**src/rtl/dpll_loop_ctrl.sv**
```systemverilog
// Phase detector and PI loop filter for the DPLL. Measures the clk-cycle distance between
// reference and feedback rising edges, filters it, and drives the divider's N value.
module dpll_loop_ctrl #(
  parameter logic [7:0]  N_INIT   = 8'd49,
  parameter logic [7:0]  N_MIN    = 8'd1,
  parameter logic [7:0]  N_MAX    = 8'd254,
  parameter int unsigned KP_SHIFT = 2,
  parameter int unsigned KI_SHIFT = 5,
  parameter int unsigned ERR_W    = 12,
  parameter int unsigned LOCK_TOL = 2,
  parameter int unsigned LOCK_CNT = 16
) (
  input  logic                    clk,
  input  logic                    reset,
  input  logic                    ref_in,
  input  logic                    fb_in,
  output logic [7:0]              N,
  output logic                    n_valid,
  output logic signed [ERR_W-1:0] phase_err,
  output logic                    lock
);

  localparam int unsigned CW  = ERR_W - 1;
  localparam int unsigned LCW = $clog2(LOCK_CNT + 1);
  localparam int unsigned WW  = ERR_W + 2;

  localparam logic [CW-1:0]           CntMax  = '1;
  localparam logic signed [ERR_W-1:0] ErrMax  = {1'b0, CntMax};
  localparam logic signed [WW-1:0]    ErrMaxW = {3'b000, CntMax};
  localparam logic signed [WW-1:0]    NInitW  = {{(WW-8){1'b0}}, N_INIT};
  localparam logic signed [WW-1:0]    NMinW   = {{(WW-8){1'b0}}, N_MIN};
  localparam logic signed [WW-1:0]    NMaxW   = {{(WW-8){1'b0}}, N_MAX};
  localparam logic [LCW-1:0]          LockMax = LCW'(LOCK_CNT);

  typedef enum logic [1:0] {StIdle, StWaitFb, StWaitRef, StUpdate} state_e;

  state_e                  state_q, state_d;
  logic [2:0]              ref_sync_q, ref_sync_d, fb_sync_q, fb_sync_d;
  logic [CW-1:0]           cnt_q, cnt_d;
  logic signed [ERR_W-1:0] err_q, err_d, integ_q, integ_d;
  logic [7:0]              n_q, n_d;
  logic                    n_valid_q, n_valid_d, lock_q, lock_d;
  logic                    pend_ref_q, pend_ref_d, pend_fb_q, pend_fb_d;
  logic [LCW-1:0]          lock_cnt_q, lock_cnt_d;

  logic                    ref_edge, fb_edge, open_ref, open_fb;
  logic [CW-1:0]           cnt_nxt;
  logic signed [ERR_W-1:0] kp_term, ki_term;
  logic signed [WW-1:0]    kp_w, ki_w, integ_w, isum_w, isat_w, n_w;
  logic [ERR_W-1:0]        abs_err;
  logic                    in_tol;

  // Identical 3-FF chains so ref and fb pin-to-pulse latencies match.
  always_comb begin
    ref_sync_d = {ref_sync_q[1:0], ref_in};
    fb_sync_d  = {fb_sync_q[1:0], fb_in};
    ref_edge   = ref_sync_q[1] & ~ref_sync_q[2];
    fb_edge    = fb_sync_q[1] & ~fb_sync_q[2];
  end

  // Loop filter arithmetic, evaluated every cycle but only committed in StUpdate.
  always_comb begin
    kp_term = err_q >>> KP_SHIFT;
    ki_term = err_q >>> KI_SHIFT;
    kp_w    = {{2{kp_term[ERR_W-1]}}, kp_term};
    ki_w    = {{2{ki_term[ERR_W-1]}}, ki_term};
    integ_w = {{2{integ_q[ERR_W-1]}}, integ_q};
    isum_w  = integ_w + ki_w;
    if (isum_w > ErrMaxW) begin
      isat_w = ErrMaxW;
    end else if (isum_w < -ErrMaxW) begin
      isat_w = -ErrMaxW;
    end else begin
      isat_w = isum_w;
    end
    n_w     = NInitW - (kp_w + isat_w);
    abs_err = err_q[ERR_W-1] ? ERR_W'(-err_q) : ERR_W'(err_q);
    in_tol  = abs_err <= ERR_W'(LOCK_TOL);
    cnt_nxt = (cnt_q == CntMax) ? cnt_q : cnt_q + 1'b1;
  end

  // Measurement FSM and update of N / integrator / lock.
  always_comb begin
    state_d    = state_q;
    cnt_d      = cnt_q;
    err_d      = err_q;
    integ_d    = integ_q;
    n_d        = n_q;
    n_valid_d  = 1'b0;
    lock_d     = lock_q;
    lock_cnt_d = lock_cnt_q;
    pend_ref_d = pend_ref_q;
    pend_fb_d  = pend_fb_q;
    open_ref   = ref_edge | pend_ref_q;
    open_fb    = fb_edge | pend_fb_q;
    unique case (state_q)
      StIdle: begin
        pend_ref_d = 1'b0;
        pend_fb_d  = 1'b0;
        if (open_ref && open_fb) begin
          err_d   = '0;
          state_d = StUpdate;
        end else if (open_ref) begin
          cnt_d   = '0;
          state_d = StWaitFb;
        end else if (open_fb) begin
          cnt_d   = '0;
          state_d = StWaitRef;
        end
      end
      StWaitFb: begin
        cnt_d = cnt_nxt;
        if (fb_edge) begin
          err_d   = {1'b0, cnt_nxt};
          state_d = StUpdate;
        end else if (ref_edge || cnt_nxt == CntMax) begin
          err_d   = ErrMax;
          state_d = StUpdate;
        end
      end
      StWaitRef: begin
        cnt_d = cnt_nxt;
        if (ref_edge) begin
          err_d   = -$signed({1'b0, cnt_nxt});
          state_d = StUpdate;
        end else if (fb_edge || cnt_nxt == CntMax) begin
          err_d   = -ErrMax;
          state_d = StUpdate;
        end
      end
      StUpdate: begin
        // Edges landing here would otherwise be lost; replay them in StIdle.
        pend_ref_d = ref_edge;
        pend_fb_d  = fb_edge;
        integ_d    = isat_w[ERR_W-1:0];
        if (n_w < NMinW) begin
          n_d = N_MIN;
        end else if (n_w > NMaxW) begin
          n_d = N_MAX;
        end else begin
          n_d = n_w[7:0];
        end
        n_valid_d = 1'b1;
        if (in_tol) begin
          lock_cnt_d = (lock_cnt_q == LockMax) ? lock_cnt_q : lock_cnt_q + 1'b1;
          lock_d     = (lock_cnt_d == LockMax);
        end else begin
          lock_cnt_d = '0;
          lock_d     = 1'b0;
        end
        state_d = StIdle;
      end
      default: state_d = StIdle;
    endcase
  end

  // State registers with synchronous reset.
  always_ff @(posedge clk) begin
    if (reset) begin
      state_q    <= StIdle;
      ref_sync_q <= '0;
      fb_sync_q  <= '0;
      cnt_q      <= '0;
      err_q      <= '0;
      integ_q    <= '0;
      n_q        <= N_INIT;
      n_valid_q  <= 1'b0;
      lock_q     <= 1'b0;
      lock_cnt_q <= '0;
      pend_ref_q <= 1'b0;
      pend_fb_q  <= 1'b0;
    end else begin
      state_q    <= state_d;
      ref_sync_q <= ref_sync_d;
      fb_sync_q  <= fb_sync_d;
      cnt_q      <= cnt_d;
      err_q      <= err_d;
      integ_q    <= integ_d;
      n_q        <= n_d;
      n_valid_q  <= n_valid_d;
      lock_q     <= lock_d;
      lock_cnt_q <= lock_cnt_d;
      pend_ref_q <= pend_ref_d;
      pend_fb_q  <= pend_fb_d;
    end
  end

  assign N         = n_q;
  assign n_valid   = n_valid_q;
  assign phase_err = err_q;
  assign lock      = lock_q;

endmodule

```
**config.mk**
```make
export PLATFORM = sky130hd
export DESIGN_NAME = dpll_loop_ctrl
export DESIGN_NICKNAME = d
export VERILOG_FILES = /design/src/rtl/dpll_loop_ctrl.sv
export SDC_FILE = /design/constraint.sdc
export NUM_CORES = 1
export LEC_CHECK = 0
export BUFFER_PORTS_ARGS = -buffer_cell sky130_fd_sc_hd__buf_2
export CAP_MARGIN = 20
export CORE_UTILIZATION = 60
export DETAILED_ROUTE_END_ITERATION = 6
export PLACE_DENSITY_LB_ADDON = 0.08
export SYNTH_ARGS = -nofsm -noshare
export SYNTH_HDL_FRONTEND = slang
export SYNTH_SLANG_ARGS = --single-unit
```
**constraint.sdc**
```tcl
create_clock -name clk -period 6.9 [get_ports clk]
set_clock_uncertainty 0.15 [all_clocks]
set_input_delay 1.035 -clock clk [delete_from_list [all_inputs] [get_ports clk]]
set_output_delay 1.035 -clock clk [all_outputs]
set_load 0.05 [all_outputs]
```
==> qor.yml, run 1 <==
cp-end-kind: "register"
yosys.area.top_type: "dfxtp_1"
cts.clk_slew.worst_paths_ns: 0.08
crit_start: "phase_err[11]"
drc: 0
cp_data_required_time_ns: 7.05
drv_cap: 0
grt_pass1_wl_um: 21200
cts_setup_buffers: 0
dpl.cell_count: 737
io_buffers: 25
syn_inst: 639
h-tree-depth: 3
die_x_um: 93.2
dieArea_um2: 8680
synthToLayoutAreaGrowth_pct: 6.95
fin_nets: 700
synthesis.area_um2: 4990
antenna_found_initial: 0
cts.sinks: 60
slew_viol_final: 0
r2r-start: "phase_err[11]"
min_to: "ref_sync_q[1]"
hold_viol_final: 0
max_slew_margin_pct: 38.3
p_leak_nw: 2.11
reg2reg_setup_slack_ns: 0.62
ys_seq_area_share_pct: 24.1
cts_made_buffers: 9
ys_types: 69
fmax_mhz: 159
hold_buffers: 0
core-area_um2: 7890
clock_latency_ns: 0.35
cts_root_buf: "clkbuf_8"
hp-start: "ref_sync_q[0]"
ir_drop_mv: 0.263
grt_max_degree: 30
worst_pin_slew_ns: 0.926
yosysWarningCount: 0
outcome: "finished, final reports clean"
ant_nets: 0
synthTopCellsByCount: "dfxtp_1, a21oi_1, nor2_1, ha_1"
row_count: 32
boundaryPins: 26
grt_pass1_vias: 4583
worstReg2RegEnd: "N[2]"
rr_worst_depth: 19
drive_above_1_share_pct: 8.76
period_share_pct: 91.0
synth_top_area_share_pct: 24.1
critical_path.max_fanout: 17
rsz0062_at_grt: "no"
async_reset_ff_share_pct: 0
final_cells: 753
wl_per_cell_um: 16.8
fin_setup_tns_ns: 0
cts-resized-gates: 0
routed-via-count: 4854
critical_path_class: "reg2reg"
hpwl_um: 9460
synth.area.top_cells: "dfxtp_1, ha_1, a21oi_1"
start_util_pct: 63.2
drt-initial-drc-count: 260
ys_seq_elements: 60
setup_viol: 0
synth_flop_cell: "dfxtp_1"
post-route-util_pct: 67.6
firstDrtPassIters: 5
startpoint_type: "register"
cts_tree: "yes"
hold_path_depth: 1
period_minus_slack_ns: 6.28
fp.dieH_um: 93.2
grt_overflow: 0
crit_arrival_ns: 6.43
hold_slack_ns: 0.314
antenna_cells: 0
synth_nets: 693
yosysMostFrequentCell: "dfxtp_1"
syn_area_per_cell_um2: 7.80
fin_total_pwr_mw: 1.74
synth_edf_count: 0
routed_wl_um: 12700
routed_via_density: 6.45
gp_congestion: 0.924
grtUsageTotal_pct: 30.7
clock_path_buffers: 2
p_per_area_nw_per_um2: 326
hp-class: "reg2reg"
[flip-flops by register name, summed over array words and instances, names as in the netlist, 2 cells and up]
signal      cells
N               8
cnt_q          11
fb_sync_q       3
integ_q        12
lock_cnt_q      5
phase_err      12
ref_sync_q      3
state_q         2
[kinds of logic after synthesis]
family	synth area share, %
muxes	2.53
AOI/OAI and AO/OA	26.8
xor gates and xnor gates	4.39
buffers and inverters	6.25
DFF	24.1
and+or+nand+nor	23.1
adders and majority gates	12.8
[how the worst max path moves through the flow]
stage,endpoint,slack [ns]
6_report,N[2],0.62
5_1_grt,N[1],0.09
3_3_place_gp,N[1],0.93
4_1_cts,N[3],0.70
2_1_floorplan,N[1],1.07
3_5_place_dp,N[3],0.72
[area by class of cell]
| type | instances | area (µm²) |
|---|---|---|
| multi-input cells | 505 | 3470 |
| fillers | 674 | 2550 |
| flip-flops and latches | 60 | 1200 |
| inverters | 44 | 165 |
| clock buffers | 10 | 138 |
| repair buffers | 26 | 133 |
| well taps | 102 | 128 |
| clock inverters | 6 | 95.1 |
[placed cells by master, fill, tap and decap left out, types with 9 or more instances in the layout]
cell	n
a211oi_1	11
a21oi_1	51
a31oi_1	10
buf_2	25
clkbuf_8	10
dfxtp_1	60
ha_1	48
inv_1	44
nand2_1	44
nand2b_1	11
nand3_1	33
nand4_1	9
nor2_1	50
nor2b_1	17
nor3_1	14
o21ai_0	34
or3_1	9
xnor2_1	16
xor2_1	9
[stage by stage]
stage	setup slack, ns	instance area, µm²
floorplan	1.07	4990
global placement	0.927	5100
detailed placement	0.724	5100
CTS	0.699	5330
global route	0.0941	5330
finish	0.621	5330
[power breakdown]
part	leakage (nW)	internal [mW]	switching [mW]	total (mW)
clock	0.117	0.217	0.166	0.383
combinational	1.50	0.353	0.594	0.947
sequential	0.485	0.373	0.0364	0.409
total	2.11	0.943	0.796	1.74
[per-layer routing]
layer	routed length (µm)	global-route usage (%)	vias to the layer above
met1	5310	35.1	2285
met3	637	5.53	36
met4	391	15.3	0
met5	0	0	-
met2	6340	54.7	142
li1	-	-	2391
[worst max-delay path: stages, from the launching register on]
cell and delay (ns):
dfxtp_1 0.75, ha_1 0.40, and2_1 0.21, a221o_1 0.36, a211oi_1 0.35, a31oi_1 0.21
or4_1 0.45, o21ai_2 0.50, nor2_1 0.13, ha_1 0.30, inv_1 0.04, ha_1 0.22
fa_1 0.41, a21o_1 0.19, nand4_1 0.12, a21oi_1 0.12, o41ai_1 0.35, xor2_1 0.22
a311oi_1 0.57, a221o_1 0.19
Note: power is estimated with default switching activity, not from simulation.
==> run 2: changes to the inputs <==
--- a/config.mk
+++ b/config.mk
@@ -7,7 +7,8 @@
 export LEC_CHECK = 0
 export BUFFER_PORTS_ARGS = -buffer_cell sky130_fd_sc_hd__buf_2
 export CAP_MARGIN = 20
-export CORE_UTILIZATION = 60
+export CORE_MARGIN = 2
+export CORE_UTILIZATION = 56
 export DETAILED_ROUTE_END_ITERATION = 6
 export PLACE_DENSITY_LB_ADDON = 0.08
 export SYNTH_ARGS = -nofsm -noshare
==> qor.yml, run 2 (same netlist as run 1, synthesis figures left out) <==
cp_data_required_time_ns: 7.03
start_util_pct: 57.5
setup_viol: 0
clock_path_buffers: 2
use_met3_pct: 3.65
clock_power_share_pct: 19.7
period_share_pct: 87.9
clock_latency_ns: 0.34
cts_setup_buffers: 0
cts_tree: "yes"
place_area_um2: 5110
p_leak_nw: 2.09
outcome: "finished, final reports clean"
ir_drop_mv: 0.276
critical_path.max_fanout: 16
boundaryPins: 26
hold_buffers: 0
dieArea_um2: 9670
fin_nets: 701
combPwrFrac_pct: 56.0
hold_viol_final: 0
slew_viol_final: 0
post-route-util_pct: 61.2
swShare_pct: 46.5
post-place-ws_ns: 0.937
final_common_cell: "dfxtp_1"
cp-end-kind: "register"
p_int_uw: 896
drt-initial-drc-count: 256
grt_pass1_vias: 4516
hp-class: "reg2reg"
synthToLayoutAreaGrowth_pct: 6.60
fp.dieH_um: 98.4
cts_made_buffers: 9
routed_via_density: 6.30
routed-via-count: 4790
p_sw_uw: 778
fmax_mhz: 165
ant_nets: 0
h-tree-depth: 3
drive_above_1_share_pct: 8.74
top_usage_layer: "met2"
grt_pass1_wl_um: 21300
gp_congestion: 0.912
core-area_um2: 8680
startpoint_type: "register"
p_per_area_nw_per_um2: 315
fin_setup_tns_ns: 0
cts-resized-gates: 0
grtUsageTotal_pct: 26.4
fill_cells: 783
critical_path_class: "reg2reg"
most-common-layout-cells: "dfxtp_1, a21oi_1, nor2_1"
firstDrtPassIters: 5
dpl.cell_count: 744
cts_root_buf: "clkbuf_8"
antenna_found_initial: 0
final_area_um2: 5320
antenna_cells: 0
period_minus_slack_ns: 6.07
fin_total_pwr_mw: 1.67
cts.clk_slew.worst_paths_ns: 0.08
fin_ws_ns: 0.834
max_slew_margin_pct: 39.1
die_x_um: 98.4
wl_per_cell_um: 16.4
routed_wl_um: 12500
worst_pin_slew_ns: 0.913
final_cells: 760
use_met1_pct: 32.1
grt_max_degree: 56
hold_slack_ns: 0.308
rsz0062_at_grt: "no"
power_frac_seq_pct: 24.3
drc: 0
row_count: 34
grt_use_met2_pct: 47.4
crit_arrival_ns: 6.20
drv_cap: 0
grt_overflow: 0
io_buffers: 25
cts.sinks: 60
hpwl_um: 9330
-- run 2: worst paths after layout --
path | slack (ns) | startpoint | to | cells past startpoint
max | 0.83 | phase_err[6] | N[3] | 19
min | 0.31 | fb_sync_q[0] | fb_sync_q[1] | 1
max reg2reg | 0.83 | phase_err[6] | N[3] | 19
min reg2reg | 0.31 | fb_sync_q[0] | fb_sync_q[1] | 1
-- run 2: area by class of cell --
class	count	area (µm²)	area share, %
multi-input cells	505	3470	65.3
flip-flops and latches	60	1200	22.6
inverters	44	165	3.11
repair buffers	27	140	2.64
well taps	108	135	2.54
clock buffers	10	128	2.40
clock inverters	6	72.6	1.37
-- run 2: power groups by stage --
stage	clock network, mW	registers [mW]	logic (mW)
3_5_place_dp	0	0.414	0.923
6_report	0.329	0.407	0.939
4_1_cts	0.334	0.407	0.928
2_1_floorplan	0	0.452	0.721
5_1_grt	0.347	0.410	1.05
3_3_place_gp	0	0.412	0.908
-- run 2: routing by layer --
layer / part of all wire (%) / vias to the layer above
met1: 44 / 2273
met5: 0 / -
met2: 50 / 110
met4: 2.3 / 0
li1: - / 2382
met3: 3.5 / 25
-- run 2: worst max-delay path, stage by stage (launching register included) --
cell,delay [ns]
dfxtp_1,0.49
inv_1,0.11
fa_1,0.47
xnor2_1,0.18
or3_1,0.31
or4_1,0.52
or4_1,0.52
o21ai_2,0.50
nor2_1,0.11
ha_1,0.29
inv_1,0.04
ha_1,0.23
fa_1,0.41
a21o_1,0.19
nand4_1,0.11
a21oi_1,0.11
o41ai_1,0.31
xor2_1,0.20
a311oi_1,0.55
a221o_1,0.19
